===== src/rtl/router_dest_rx.sv =====
// Destination-side reader for one router output port: drains the port FIFO,
// reassembles header/payload/parity into a sop/eop byte stream and reports status.
module router_dest_rx #(
  parameter int READ_DELAY = 2,
  parameter int DW         = 8
) (
  input  logic          clk,
  input  logic          reset,
  input  logic          vld_out,
  input  logic [DW-1:0] data_out,
  input  logic          hold_in,
  output logic          read_enb,
  output logic [DW-1:0] rx_data,
  output logic          rx_data_vld,
  output logic          rx_sop,
  output logic          rx_eop,
  output logic [1:0]    pkt_addr,
  output logic [5:0]    pkt_len,
  output logic          pkt_done,
  output logic          parity_err,
  output logic          abort,
  output logic          busy
);

  localparam logic [2:0] S_IDLE  = 3'd0;
  localparam logic [2:0] S_WAIT  = 3'd1;
  localparam logic [2:0] S_READ  = 3'd2;
  localparam logic [2:0] S_DRAIN = 3'd3;
  localparam logic [2:0] S_DONE  = 3'd4;

  localparam logic [4:0] DLY = 5'(READ_DELAY);

  logic [2:0]    state, state_nxt;
  logic [4:0]    dly_cnt;
  logic [6:0]    issued, issued_nxt, cap_idx, total, issue_lim;
  logic          hdr_known, hdr_now, known, rd_d1;
  logic [5:0]    len_cur;
  logic [DW-1:0] par;
  logic          pending, in_flight, last_cap, abort_c, rd_next;

  // The header can be used in the very cycle it is captured, so issue never
  // stalls waiting for the length to land in pkt_len.
  assign hdr_now    = rd_d1 && (cap_idx == 7'd0);
  assign len_cur    = hdr_now ? data_out[7:2] : pkt_len;
  assign known      = hdr_known || hdr_now;
  assign total      = {1'b0, len_cur} + 7'd2;
  assign issue_lim  = known ? total : 7'd2;
  assign issued_nxt = issued + {6'd0, read_enb};
  assign pending    = !known || (issued < total);
  assign in_flight  = read_enb || rd_d1;
  assign last_cap   = rd_d1 && hdr_known && (cap_idx == total - 7'd1);
  assign busy       = (state != S_IDLE);

  always_comb begin
    state_nxt = state;
    abort_c   = 1'b0;
    case (state)
      S_IDLE:  if (vld_out) state_nxt = (READ_DELAY == 0) ? S_READ : S_WAIT;
      S_WAIT: begin
        if (!vld_out)              state_nxt = S_IDLE;
        else if (dly_cnt <= 5'd1)  state_nxt = S_READ;
      end
      S_READ: begin
        if (last_cap)                             state_nxt = S_DONE;
        else if (known && issued_nxt >= total)    state_nxt = S_DRAIN;
        else if (!vld_out && pending && !in_flight) begin
          // FIFO vanished with nothing outstanding: router soft-reset it
          state_nxt = S_IDLE;
          abort_c   = 1'b1;
        end
      end
      S_DRAIN: if (last_cap) state_nxt = S_DONE;
      S_DONE:  state_nxt = S_IDLE;
      default: state_nxt = S_IDLE;
    endcase
  end

  assign rd_next = (state_nxt == S_READ) && !hold_in && vld_out && (issued_nxt < issue_lim);

  always_ff @(posedge clk or posedge reset) begin
    if (reset) begin
      state       <= S_IDLE;
      dly_cnt     <= '0;
      issued      <= '0;
      cap_idx     <= '0;
      hdr_known   <= 1'b0;
      rd_d1       <= 1'b0;
      par         <= '0;
      read_enb    <= 1'b0;
      rx_data     <= '0;
      rx_data_vld <= 1'b0;
      rx_sop      <= 1'b0;
      rx_eop      <= 1'b0;
      pkt_addr    <= '0;
      pkt_len     <= '0;
      pkt_done    <= 1'b0;
      parity_err  <= 1'b0;
      abort       <= 1'b0;
    end else begin
      state       <= state_nxt;
      read_enb    <= rd_next;
      rd_d1       <= read_enb;
      abort       <= abort_c;
      pkt_done    <= (state_nxt == S_DONE);
      parity_err  <= (state_nxt == S_DONE) && (par != data_out);
      rx_data_vld <= rd_d1;
      rx_sop      <= hdr_now;
      rx_eop      <= last_cap;

      if (state == S_IDLE)                      dly_cnt <= DLY;
      else if (state == S_WAIT && dly_cnt != 0) dly_cnt <= dly_cnt - 5'd1;

      if (rd_d1) begin
        rx_data <= data_out;
        cap_idx <= cap_idx + 7'd1;
        par     <= hdr_now ? data_out : (par ^ data_out);
        if (hdr_now) begin
          pkt_addr  <= data_out[1:0];
          pkt_len   <= data_out[7:2];
          hdr_known <= 1'b1;
        end
      end

      if (state == S_IDLE) begin
        issued    <= '0;
        cap_idx   <= '0;
        hdr_known <= 1'b0;
        par       <= '0;
      end else begin
        issued    <= issued_nxt;
      end
    end
  end

endmodule


===== config.mk =====
export PLATFORM = sky130hd
export DESIGN_NAME = router_dest_rx
export DESIGN_NICKNAME = d
export VERILOG_FILES = /design/src/rtl/router_dest_rx.sv
export SDC_FILE = /design/constraint.sdc
export NUM_CORES = 1
export LEC_CHECK = 0
export ABC_AREA = 0
export BUFFER_PORTS_ARGS = -buffer_cell sky130_fd_sc_hd__buf_2
export CAP_MARGIN = 20
export CORE_MARGIN = 2
export CORE_UTILIZATION = 35
export DETAILED_ROUTE_END_ITERATION = 10
export HOLD_SLACK_MARGIN = 0.03
export SLEW_MARGIN = 20
export SYNTH_ARGS = -nofsm -noshare
export SYNTH_HDL_FRONTEND = slang
export SYNTH_SLANG_ARGS = --single-unit

===== constraint.sdc =====
create_clock -name clk -period 4.1 [get_ports clk]
set_clock_uncertainty 0.2 [all_clocks]
set_input_delay 0.82 -clock clk [delete_from_list [all_inputs] [get_ports clk]]
set_output_delay 0.82 -clock clk [all_outputs]
set_load 0.05 [all_outputs]

==> metrics.cfg, run 1 <==
[setup_path]
reg2regPathDepth=20
cp.required_ps=4090
endpoint=state[1]
cp_slowest_cell=maj3_1
worstPathArrival_ps=3910
crit_path_end_kind=flop
path_class=reg -> reg
r2r-end=state[1]
cp_max_fo=8
slowest_delay_ps=400
start_kind=flop
reg2reg_from=cap_idx[0]
worstPathCellList=inv_1 -> ha_1 -> nor4b_4 -> nand2_4 -> inv_4 -> nand2_1 -> nand2_1 -> ha_4 -> nor2b_1 -> o211ai_1 -> nand2_1 -> inv_1 -> ha_1 -> nand2_1 -> a21oi_1 -> a211o_1 -> maj3_1 -> a31oi_4 -> and4bb_2 -> o31ai_1
worst_path_most_repeated_cell=nand2_1
crit_path_start=cap_idx[0]
reg2reg_slack_ps=170

[global_route]
grt_usage=0.177
grt_pass1_wl_um=14600
grt_antenna_before_repair=0
grt_pass1_vias=2787
grt_start_max_net_pins=34
overflow=0

[clocking]
cts_tree=yes
clock-sinks=55
clock_path_buffers=2
htreeDepth=2
root_buffer=clkbuf_8
clk_pin_slew_ps=100
holdBufCountCts=0
clkLatencyLatePin_ps=310
cts_buffers=5

[floorplan]
io_pins=36
core_um2=9330
die-area_um2=10500
die_y_um=103
initial_core_util=0.364
dieWidth_um=103
rows=35

[timing]
slew_viol_final=0
hold_ws_ps=286
hold_viol=0
final.setup.tns_ps=0
tightest_slew_ps=589
slew_headroom=0.607
min_period_ps=3930
fin_crit_sh=0.958
setup_viol=0
max_freq_mhz=255

[synthesis]
syn_area_um2=3400
ys.flop_type=dfrtp_1
async_flop_share=1.00
synth_seq_area_share=0.405
yosysWarnings=0
synth_area_leaders=dfrtp_1, ha_1, xnor2_1
synth_edf_count=0
synth_area_per_cell_um2=9.18
synth.largest_area_cell=dfrtp_1
synth_cells=370
synth_cell_type_count=61
synth_top_area_frac=0.405
synth-seq-cells=55
syn_nets=407

[detailed_routing]
drc_errors=0
drt-initial-drc-count=207
ant_nets=0
first_pass_iters=4
num_vias=2882
routed_wl_um=8560
vias_per_cell=5.21
wire_per_inst_um=15.5

[power_and_ir_drop]
p_total_w=0.00286
leakagePower_nw=1.92
power_density_nw_per_um2=712
peakVddDrop_mv=0.413

[run_status]
status=complete, no violations

[cells_and_area]
syn2layout_area_growth_pct=18.1
drive_gt1_frac=0.208
nets=461
postLayoutCoreUtil=0.430
fillCellCount=943
diodes=0

[run]
cap_violations=0

[placement]
dpl.hpwl_um=6290
io_buffers=35
gp_congestion=0.906

[worst_hold_path]
min_path_type=reg -> reg
hold_depth=2

## through the flow
stage	std cells	cell area, um2	setup slack (ps)
floorplan	370	3410	26.1
global placement	541	3830	216
detailed placement	541	3830	16.9
CTS	548	3940	15.6
global route	553	4010	-33.1
finish	553	4010	173
## registers in the layout (all words and copies together), names as in the netlist
signal,flops
abort,1
cap_idx,7
read_enb,1
pkt_len,6
rx_data_vld,1
rx_sop,1
rd_d1,1
pkt_addr,2
state,3
pkt_done,1
rx_eop,1
dly_cnt,5
hdr_known,1
parity_err,1
issued,7
rx_data,8
par,8
## synth_stat cells, drive strengths merged (2+ instances only)
master	instances
a211oi	3
buf	5
nand2b	4
or3	3
o211a	2
mux2i	5
xor2	10
or4b	2
o21ai	25
a31oi	3
and2	8
and3b	2
ha	25
o32ai	3
nor2	31
inv	22
clkbuf	7
nor2b	7
dfrtp	55
and3	3
nand2	49
a21o	3
a211o	2
nor3	4
o31ai	4
nand4	8
xnor2	21
a21oi	22
nor3b	2
nand3	12
## how the worst min path moves through the flow
stage	start	endpoint	slack [ps]
after floorplan	rd_d1	rx_data_vld	230
final	pkt_addr[1]	pkt_addr[1]	290
after CTS	pkt_addr[1]	pkt_addr[1]	290
after global routing	pkt_addr[1]	pkt_addr[1]	320
after detailed placement	pkt_addr[1]	pkt_addr[1]	260
after global placement	read_enb	rd_d1	280
## cell type report
type                       instances  area (um2)  share of cell area
multi-input combinational        281        1930               0.481
timing repair buffer              59         355              0.0885
inverter                          22        85.1              0.0212
sequential                        55        1380               0.343
clock buffer                       5        68.8              0.0171
clock inverter                     2        37.5             0.00935
tap                              129         161              0.0402
## cell families after synthesis
family / share of synthesized area
AOI/OAI and AO/OA: 0.150
xor gates and xnor gates: 0.0799
adders and majority gates: 0.0950
buffers and inverters: 0.0416
DFF: 0.405
muxes: 0.0191
and+or+nand+nor: 0.209
## power breakdown
part           internal (W)  leakage [nW]  total, W  switching [W]
Sequential         0.000680         0.730  0.000809       0.000129
Clock              0.000179        0.0502  0.000364       0.000185
Combinational      0.000583          1.14   0.00169        0.00110
## placed cells by master (no fill, tap or decap), drive strengths merged, types with 5 or more instances in the layout
master and count:
ha 25, xor2 10, nor2 31, clkbuf 5
a21oi 22, xnor2 21, and2 8, nand3 12
dfrtp 55, o21ai 25, mux2i 5, nand2 49
nand4 8, nor2b 7, buf 59, inv 22
## worst max-delay path, delay by kind of cell, from the launching register on
family / cells / cell delay (ps)
AO/OA/AOI/OAI: 5 / 710
adder cells (fa/ha/maj): 4 / 1010
buffers and inverters: 3 / 220
flip-flops: 1 / 390
AND/OR/NAND/NOR: 8 / 1250
## repair_timing
| action | CTS | global route |
|---|---|---|
| resized for setup | 0 | 7 |
| setup endpoints to repair | 0 | 7 |
| buffers inserted | 0 | 5 |
## layer usage
layer  share of wire  wire length (um)  vias to the layer above  global-route usage
met1            0.48              4130                     1423               0.265
met5               0                 0                        -                   0
met2            0.46              3920                       63               0.269
met4           0.016               140                        0              0.0482
met3           0.044               375                        8              0.0244
li1                -                 -                     1388                   -
(Power assumes the default switching activity.)
==> run 2: changes to the inputs <==
--- a/config.mk
+++ b/config.mk
@@ -11,6 +11,7 @@
 export CORE_MARGIN = 2
 export CORE_UTILIZATION = 35
 export DETAILED_ROUTE_END_ITERATION = 10
+export GPL_TIMING_DRIVEN = 0
 export HOLD_SLACK_MARGIN = 0.03
 export SLEW_MARGIN = 20
 export SYNTH_ARGS = -nofsm -noshare
==> constraint.sdc (replaced) <==
create_clock -name clk -period 4.6 [get_ports clk]
set_clock_uncertainty 0.2 [all_clocks]
set_input_delay 0.92 -clock clk [delete_from_list [all_inputs] [get_ports clk]]
set_output_delay 0.92 -clock clk [all_outputs]
set_load 0.05 [all_outputs]
==> run 2 against run 1 <==
  * Clock power down 21%
  * Critical endpoint is now abort
  * Register-to-register slack hardly changed
  * Wire length is 1.4% lower
  * Utilization stayed put
==> metrics.cfg, run 2 (synthesis results as in run 1) <==
[clocking]
clkLatencyLatePin_ps=310
clock_path_buffers=2
clock-sinks=55
cts_tree=yes
root_buffer=clkbuf_8
htreeDepth=2
cts_buffers=5
clk_pin_slew_ps=100

[placement]
dpl.cell_count=532
dpl_cell_area_um2=3730
gp_congestion=0.868
preCtsSetupSlack_ps=-487
dpl.hpwl_um=5920
io_buffers=33

[timing]
fin_crit_sh=0.959
slew_viol_final=0
max_freq_mhz=227
slew_headroom=0.491
tightest_slew_ps=742
setup_viol=0
min_period_ps=4410
worst_slack_ps=186
final.setup.tns_ps=0
hold_viol=0

[global_route]
grt_usage=0.169
grt_start_max_net_pins=56
grt_pass1_vias=2783
overflow=0
grt_pass1_wl_um=13900
grt_antenna_before_repair=0

[run_status]
status=complete, no violations

[floorplan]
die-area_um2=10500
dieWidth_um=103
rows=35
core_um2=9330
initial_core_util=0.364
die_y_um=103
io_pins=36

[cells_and_area]
mostFrequentLayoutCells=dfrtp_1, nand2_1, buf_2
diodes=0
finalInstanceArea_um2=4010
fillCellCount=916
nets=464
top_regs=par x8, rx_data x8
final_cells=557
final_common_cell=dfrtp_1
syn2layout_area_growth_pct=18.1
drive_gt1_frac=0.213

[power_and_ir_drop]
p_total_w=0.00247
leakagePower_nw=1.91
power_density_nw_per_um2=616
peakVddDrop_mv=0.325

[worst_hold_path]
min_path_type=reg -> reg

[detailed_routing]
vias_per_cell=5.11
drc_errors=0
first_pass_iters=4
drt-initial-drc-count=171
routed_wl_um=8440
num_vias=2849
wire_per_inst_um=15.2
ant_nets=0

[setup_path]
start_kind=flop
cp.required_ps=4650
crit_path_end_kind=flop
worstPathArrival_ps=4460
cp_max_fo=10
path_class=reg -> reg

[run]
cap_violations=0

## run 2: cell count changes in the layout (fill, tap and decap cells not counted), sizes merged
cell      change
inv           +2
bufinv        -1
clkbuf        +7
clkinvlp      -1
buf           -4
clkinv        +1
## run 2: cell type report
type / instances / area (um2) / share of cell area
plain buffers: 12 / 68.8 / 0.0171
flip-flops and latches: 55 / 1380 / 0.344
inverters: 22 / 85.1 / 0.0212
clock inverters: 3 / 22.5 / 0.00561
multi-input cells: 281 / 1930 / 0.481
clock buffers: 5 / 68.8 / 0.0171
repair buffers: 50 / 297 / 0.0739
well taps: 129 / 161 / 0.0402
## run 2: repair_timing
action,CTS,global route
pin swaps,1,4
resized for setup,10,9
hold buffers,0,0
setup endpoints to repair,4,8
buffers inserted,9,8
## run 2: per-stage QoR
| stage | hold WS, ps | utilization |
|---|---|---|
| floorplan | 229 | - |
| global placement | 240 | 0.399 |
| detailed placement | 243 | 0.400 |
| CTS | 267 | 0.421 |
| global route | 280 | 0.430 |
| finish | 271 | 0.430 |
## run 2: worst max-delay path, cell delays in order (launching register included)
cell,delay (ps)
dfrtp_2,430
inv_1,60
ha_1,170
nor4b_4,240
nand2_2,130
buf_4,210
clkbuf_4,200
nand2_1,120
nand2_2,90
ha_4,190
nor2b_1,130
o211ai_1,280
nand2_2,120
inv_1,100
ha_1,230
nand2_1,70
a21oi_1,40
a211o_1,270
maj3_1,390
a31oi_4,240
and4bb_2,290
nor2b_1,130
## run 2: report_power, final
group | switching (W) | internal [W]
logic | 0.000975 | 0.000492
clock network | 0.000176 | 0.000111
registers | 0.000113 | 0.000606
## run 2: layer usage
metal  wire [um]  part of all wire  track usage
met5           0                 0            0
met4         167             0.020       0.0615
met3         314             0.037       0.0278
met2        3890              0.46        0.264
met1        4070              0.48        0.237
## run 2: final timing paths
path / start / end / slack [ps] / cells past startpoint
setup / recovery: cap_idx[0] / abort / 190 / 21
hold / removal: read_enb / rd_d1 / 270 / 0
setup reg to reg: cap_idx[0] / abort / 190 / 21
hold reg to reg: read_enb / rd_d1 / 270 / 0
max in group asynchronous: reset / cap_idx[0] / 3210 / 2
min in group asynchronous: reset / rx_sop / 510 / 2
